===== config.mk =====
export PLATFORM = sky130hd
export DESIGN_NAME = wb_regfile_stage
export DESIGN_NICKNAME = d
export VERILOG_FILES = /design/src/rtl/wb_regfile_pkg.sv /design/src/rtl/wb_regfile_core.sv /design/src/rtl/wb_regfile_stage.sv
export SDC_FILE = /design/constraint.sdc
export NUM_CORES = 1
export LEC_CHECK = 0
export CORE_MARGIN = 4
export CORE_UTILIZATION = 45
export CTS_CLUSTER_SIZE = 14
export DETAILED_ROUTE_END_ITERATION = 10
export PLACE_DENSITY = 0.67
export SLEW_MARGIN = 40
export SYNTH_ARGS = -nofsm -noshare
export SYNTH_HDL_FRONTEND = slang
export SYNTH_SLANG_ARGS = --single-unit

===== constraint.sdc =====
create_clock -name clock -period 4.1 [get_ports clock]
set_input_delay 0.41 -clock clock [delete_from_list [all_inputs] [get_ports clock]]
set_output_delay 0.41 -clock clock [all_outputs]
set_load 0.1 [all_outputs]

===== src/rtl/wb_regfile_pkg.sv =====
// Shared types and helpers for the LC3 writeback / register-file stage.
package wb_regfile_pkg;

  // Writeback source select encoding.
  typedef enum logic [1:0] {
    WSEL_ALU = 2'd0,
    WSEL_PC  = 2'd1,
    WSEL_MEM = 2'd2,
    WSEL_ILL = 2'd3
  } wsel_t;

  // Condition-code width and bit positions within psr ({N,Z,P}).
  localparam int PSR_W = 3;
  localparam int PSR_N = 2;
  localparam int PSR_Z = 1;
  localparam int PSR_P = 0;

  // Condition codes from the sign bit and a non-zero flag of the written value.
  // Taking the two reduced flags keeps the helper independent of DATA_W.
  function automatic logic [PSR_W-1:0] calc_nzp(input logic msb, input logic nonzero);
    logic [PSR_W-1:0] v_nzp;
    v_nzp        = {PSR_W{1'b0}};
    v_nzp[PSR_N] = msb;
    v_nzp[PSR_Z] = ~nonzero;
    v_nzp[PSR_P] = ~msb & nonzero;
    return v_nzp;
  endfunction

endpackage


===== src/rtl/wb_regfile_core.sv =====
// Register array: one write port, two registered read ports with write-first bypass.
module wb_regfile_core #(
  parameter  int DATA_W   = 16,
  parameter  int NUM_REGS = 8,
  localparam int ADDR_W   = $clog2(NUM_REGS)
) (
  input  logic              clock,
  input  logic              reset,
  input  logic              i_we,
  input  logic [ADDR_W-1:0] i_waddr,
  input  logic [DATA_W-1:0] i_wdata,
  input  logic [ADDR_W-1:0] i_raddr1,
  input  logic [ADDR_W-1:0] i_raddr2,
  output logic [DATA_W-1:0] o_rdata1,
  output logic [DATA_W-1:0] o_rdata2
);

  logic [DATA_W-1:0] r_regs [NUM_REGS];
  logic [DATA_W-1:0] r_rdata1;
  logic [DATA_W-1:0] r_rdata2;

  // Register writes and registered reads; a same-cycle write to the read index wins.
  always_ff @(posedge clock) begin
    if (!reset) begin
      for (int i = 0; i < NUM_REGS; i++) begin
        r_regs[i] <= {DATA_W{1'b0}};
      end
      r_rdata1 <= {DATA_W{1'b0}};
      r_rdata2 <= {DATA_W{1'b0}};
    end else begin
      if (i_we) begin
        r_regs[i_waddr] <= i_wdata;
      end
      r_rdata1 <= (i_we && (i_raddr1 == i_waddr)) ? i_wdata : r_regs[i_raddr1];
      r_rdata2 <= (i_we && (i_raddr2 == i_waddr)) ? i_wdata : r_regs[i_raddr2];
    end
  end

  assign o_rdata1 = r_rdata1;
  assign o_rdata2 = r_rdata2;

endmodule


===== src/rtl/wb_regfile_stage.sv =====
// LC3 writeback stage: source mux, register commit, condition codes, error pulse, commit counter.
module wb_regfile_stage
  import wb_regfile_pkg::*;
#(
  parameter  int DATA_W   = 16,
  parameter  int NUM_REGS = 8,
  localparam int ADDR_W   = $clog2(NUM_REGS)
) (
  input  logic              clock,
  input  logic              reset,
  input  logic              enable_writeback,
  input  logic [1:0]        W_Control,
  input  logic [DATA_W-1:0] aluout,
  input  logic [DATA_W-1:0] pcout,
  input  logic [DATA_W-1:0] memout,
  input  logic [ADDR_W-1:0] dr,
  input  logic [ADDR_W-1:0] sr1,
  input  logic [ADDR_W-1:0] sr2,
  output logic [DATA_W-1:0] VSR1,
  output logic [DATA_W-1:0] VSR2,
  output logic [PSR_W-1:0]  psr,
  output logic              wb_err,
  output logic [15:0]       wb_count
);

  wsel_t             w_sel;
  logic [DATA_W-1:0] w_wb_data;
  logic              w_commit;
  logic              w_illegal;

  logic [PSR_W-1:0]  r_psr;
  logic              r_wb_err;
  logic [15:0]       r_wb_count;

  assign w_sel     = wsel_t'(W_Control);
  assign w_commit  = enable_writeback && (w_sel != WSEL_ILL);
  assign w_illegal = enable_writeback && (w_sel == WSEL_ILL);

  // Writeback source mux; the illegal encoding drives zero and is never committed.
  always_comb begin
    w_wb_data = {DATA_W{1'b0}};
    case (w_sel)
      WSEL_ALU: w_wb_data = aluout;
      WSEL_PC:  w_wb_data = pcout;
      WSEL_MEM: w_wb_data = memout;
      WSEL_ILL: w_wb_data = {DATA_W{1'b0}};
      default:  w_wb_data = {DATA_W{1'b0}};
    endcase
  end

  // Condition codes, error pulse and commit counter.
  always_ff @(posedge clock) begin
    if (!reset) begin
      r_psr      <= {PSR_W{1'b0}};
      r_wb_err   <= 1'b0;
      r_wb_count <= 16'd0;
    end else begin
      r_wb_err <= w_illegal;
      if (w_commit) begin
        r_psr      <= calc_nzp(w_wb_data[DATA_W-1], |w_wb_data);
        r_wb_count <= r_wb_count + 16'd1;
      end
    end
  end

  wb_regfile_core #(
    .DATA_W   (DATA_W),
    .NUM_REGS (NUM_REGS)
  ) u_core (
    .clock    (clock),
    .reset    (reset),
    .i_we     (w_commit),
    .i_waddr  (dr),
    .i_wdata  (w_wb_data),
    .i_raddr1 (sr1),
    .i_raddr2 (sr2),
    .o_rdata1 (VSR1),
    .o_rdata2 (VSR2)
  );

  assign psr      = r_psr;
  assign wb_err   = r_wb_err;
  assign wb_count = r_wb_count;

endmodule


## Word-level counts from Yosys, hierarchy flattened

Memory sizes are Yosys's and may differ from the RTL's. A register that Yosys moved wholly into a read port is not among the register bits.
Cells that the tools add are included.

| word-level totals | value |
|---|---|
| logic and storage cells | 27 |
| register bits | 20 |
| memories kept | 1 |
| RAM bits | 128 |
| output and inout bits | 52 |
| input bits | 62 |

Memories:

| memory | depth | width | rd ports | clocked after Yosys merged registers in | write ports | RTL line | text |
|---|---|---|---|---|---|---|---|
| u_core.r_regs | 8 | 16 | 2 | 2 | 8 | wb_regfile_core.sv:18 | `logic [DATA_W-1:0] r_regs [NUM_REGS];` |

| cells by class | value |
|---|---|
| reductions and logical operators | 7 |
| equal/unequal tests | 4 |
| multiplexer cells | 8 |
| $add $sub $neg | 1 |
| bitwise gates (word level) | 3 |

Operators by type and width:

| kind | count |
|---|---|
| 16-bit case mux with 4 select lines | 1 |
| 16-bit OR reduction | 2 |
| 16-bit by 1-bit adder with 16-bit output (second input constant) | 1 |
| 16-bit 2-to-1 mux | 1 |
| 1-bit 2-to-1 mux | 5 |
| 2-bit == test (second input constant) | 2 |
| 3-bit 2-to-1 mux | 1 |
| 2-bit by 1-bit == test with 1-bit output (second input constant) | 1 |
| 1-bit logical AND | 2 |
| 1-bit zero test | 2 |
| 2-bit zero test | 1 |
| 2-bit inequality test (second input constant) | 1 |
| 1-bit inverter | 2 |
| 1-bit bitwise AND | 1 |

## Longest topological paths before layout

| depth | value |
|---|---|
| depth after elaboration | 7 |
| depth in mapped cells | 8 |
| depth with buffers taken out | 5 |

## By module

A second synthesis with hierarchy kept.

| unflattened totals | value |
|---|---|
| cell total of the unflattened synthesis | 724 |
| area total of the unflattened synthesis | 9068.7 um2 |

By module, submodules not included:

| module | instances | sequential area each (um2) | cells each | area an instance (um2) |
|---|---|---|---|---|
| wb_regfile_core | 1 | 4484.3 | 589 | 7811.2 |
| wb_regfile_stage | 1 | 400.4 | 135 | 1257.5 |

## Worst setup path after synthesis

OpenSTA, ideal clock, no wires.

| timing | value |
|---|---|
| path type | input to register |
| from | input port W_Control[1] |
| to | memory u_core.r_regs[6][0] (enable) |
| required time | 3.728 ns |
| path buffers | 3 |
| library setup time | 0.372 ns |
| stages on the path | 8 |
| data arrival time | 1.920 ns |
| setup slack | 1.809 ns |
| cells stage by stage | buf_2 -> buf_2 -> nand2_1 -> nand3_1 -> nor2_1 -> nand3_1 -> clkbuf_1 -> nand2_1 |

RTL lines:

| item | RTL line | text |
|---|---|---|
| start, declared | wb_regfile_stage.sv:12 | `input logic [1:0] W_Control,` |
| end, declared | wb_regfile_core.sv:18 |  |

==> results.ini <==
[run_status]
status=finished, final reports clean

[die]
initial_core_util_pct=46.42
die_x_um=147.8
die_y_um=147.8
ios=114
rows=50
dieArea_um2=21860
coreArea_um2=18960

[global_routing]
grt-ovfl-total=0
grt_pass1_wl_mm=38.78
antenna_found_initial=0
grt_pass1_vias=6708
grt_max_degree=52
track_usage_pct=23.80

[power_and_ir_drop]
p_seq_share_pct=45.9
power_frac_comb_pct=18.3
clockPowerShare_pct=35.8
leakage_nw=4.011
p_int_mw=3.217
p_sw_mw=1.380
switching_share_pct=30.03
power_density_nw_per_um2=432.9
ir_drop_uv=297.9

[clocking]
clockBufferDepth=2
cts_setup_buffers=0
cts-htree-levels=4
ctsHoldBuffers=0
clk_latency_ns=0.45
cts_buffers=17
clk_pin_slew_ns=0.07
numClockSinks=180
clockRootBuffer=clkbuf_16
cts_tree=done
ctsResizeCount=0

[synth]
synthTopCellsByArea=edfxtp_1 44%, mux4_2 16%, dfxtp_1 12%
synth-xor-area-share_pct=1.592
synthAdderAreaFrac_pct=0.1422
synth_area_um2=8800
synth_top_family_by_area=multiplexers
synth-compound-area-share_pct=4.209
syn_avg_cell_area_um2=12.61
synthesis.nets=761
yosys_warnings=0
seq_area_frac_synth_pct=55.51
ys_seq_elements=180
synth_edf_count=128
yosys.area.top_type=edfxtp_1
synthMuxAreaShare_pct=21.17
synth_top_area_share_pct=43.68
yosysUniqueCellTypes=38
synthFlopType=edfxtp_1
yosys.area_share.simple_pct=14.12
async_flop_share_pct=0
synthCells=698

[drt]
drc=0
vias=6460
dr.pass1.iters=5
vias_per_cell=5.981
wl_mm=25.60
detail-route-antenna-nets=0
drtIter0Drc=604
wire_per_inst_um=23.70

[placement]
port_buffers=113
place_ws_ns=0.8133
gp_congestion=0.8542
dp_cells=1048
dp_hpwl_mm=17.02

[sta]
finalHoldViolations=0
min_period_ns=2.867
rsz0062_at_grt=false
fin_skew_ns=0.01674
setup_slack_ns=1.233
clock.fmax_ghz=0.3488
finalSetupTns_ns=0
setup_violations=0
fin_crit_sh_pct=69.92
slew_viol_final=0
slew_headroom_pct=44.53
worstMarginPinSlew_ns=0.8301

[setup_path]
reg2reg_depth=4
required_ns=4.25
cp-end-kind=flip-flop
criticalPathCategory=input pin to flip-flop
cp.arrival_ns=3.02
path_max_fanout=11
reg2reg_slack_ns=2.40
worstSetupStartpointType=input pin

[finish]
layout-drive-gt1-share_pct=23.90
areaGrowthSynthToFinish_pct=20.67
final_cell_mix=133 x nor2_1, 128 x edfxtp_1, 68 x nand2_1, 64 x mux4_2, 59 x clkdlybuf4s50_1
layout_commonest_cell=nor2_1
finalNetCount=870
antenna_cells=0
fin_cells=1080

[job]
max-cap-violations=0

[worst_hold_path]
hold_path.class=flip-flop to flip-flop
hold_path_depth=1

-- metrics by stage --
stage                     power (mW)  util, %  cell area (um^2)  hold slack [ns]
after floorplan                2.740        -              8800           0.5663
after global placement         3.002    54.24             10280           0.4598
after detailed placement       2.986    52.90             10030           0.4634
after CTS                      4.611    56.02             10620           0.4795
after global routing           4.745    56.02             10620           0.4917
final                          4.597    56.02             10620           0.4730
-- state kept, by name, indices dropped and copies added, names as in the netlist --
name             flops
u_core.r_regs      128
u_core.o_rdata2     16
u_core.o_rdata1     16
wb_err               1
wb_count            16
psr                  3
-- per-layer routing --
layer	share of wire (%)	global-route usage, %
met1	39	29.86
met4	3.4	9.931
met3	7.6	5.426
met5	0	0
met2	50	40.03
-- logic make-up after synthesis --
group | count (synthesis)
AND/OR/NAND/NOR | 281
AO/OA/AOI/OAI | 47
adder cells (fa/ha/maj) | 1
XOR/XNOR | 16
multiplexers | 106
flip-flops | 180
buffers and inverters | 67
-- worst max-delay path, cell delays in order --
cell,delay (ns)
clkdlybuf4s50_1,0.73
buf_4,0.35
nand2_1,0.11
nand3_1,0.11
nor2_1,0.28
nand2_1,0.14
nand2_1,0.60
buf_4,0.28
-- power by group through the flow --
| stage | Clock [mW] | Sequential (mW) | Combinational [mW] |
|---|---|---|---|
| detailed placement | 0 | 2.15 | 0.836 |
| floorplan | 0 | 2.39 | 0.349 |
| global placement | 0 | 2.14 | 0.859 |
| CTS | 1.66 | 2.11 | 0.839 |
| global route | 1.75 | 2.12 | 0.877 |
| finish | 1.65 | 2.11 | 0.839 |
-- Yosys cell counts (2+ instances only) --
master	instances
nor2_1	133
edfxtp_1	128
nand2_1	69
mux4_2	64
dfxtp_1	52
clkbuf_1	43
mux2i_1	41
and3_1	24
a211oi_1	16
a2bb2oi_1	16
buf_2	16
nor2b_1	12
and2_1	11
xor2_1	10
nand3_1	9
nand4_1	9
xnor2_1	6
a21boi_0	4
buf_1	4
nor3_1	4
o21ai_0	4
or3_1	4
and4_1	2
buf_6	2
nor4_1	2
-- layout make-up --
| type | count | area, um^2 |
|---|---|---|
| Clock buffer | 17 | 425.4 |
| Clock inverter | 15 | 166.4 |
| Fill cell | 1558 | 8337 |
| Inverter | 2 | 7.507 |
| Multi-Input combinational cell | 451 | 3633 |
| Sequential cell | 180 | 4885 |
| Tap cell | 260 | 325.3 |
| Timing Repair Buffer | 155 | 1176 |
-- path summary, 6_finish.rpt --
kind | end | startpoint
setup / recovery | u_core.r_regs[4][8] | W_Control[0]
hold reg to reg | psr[0] | psr[0]
setup reg to reg | wb_count[15] | wb_count[2]
hold / removal | psr[0] | psr[0]
Note: power is estimated with default switching activity, not from simulation.
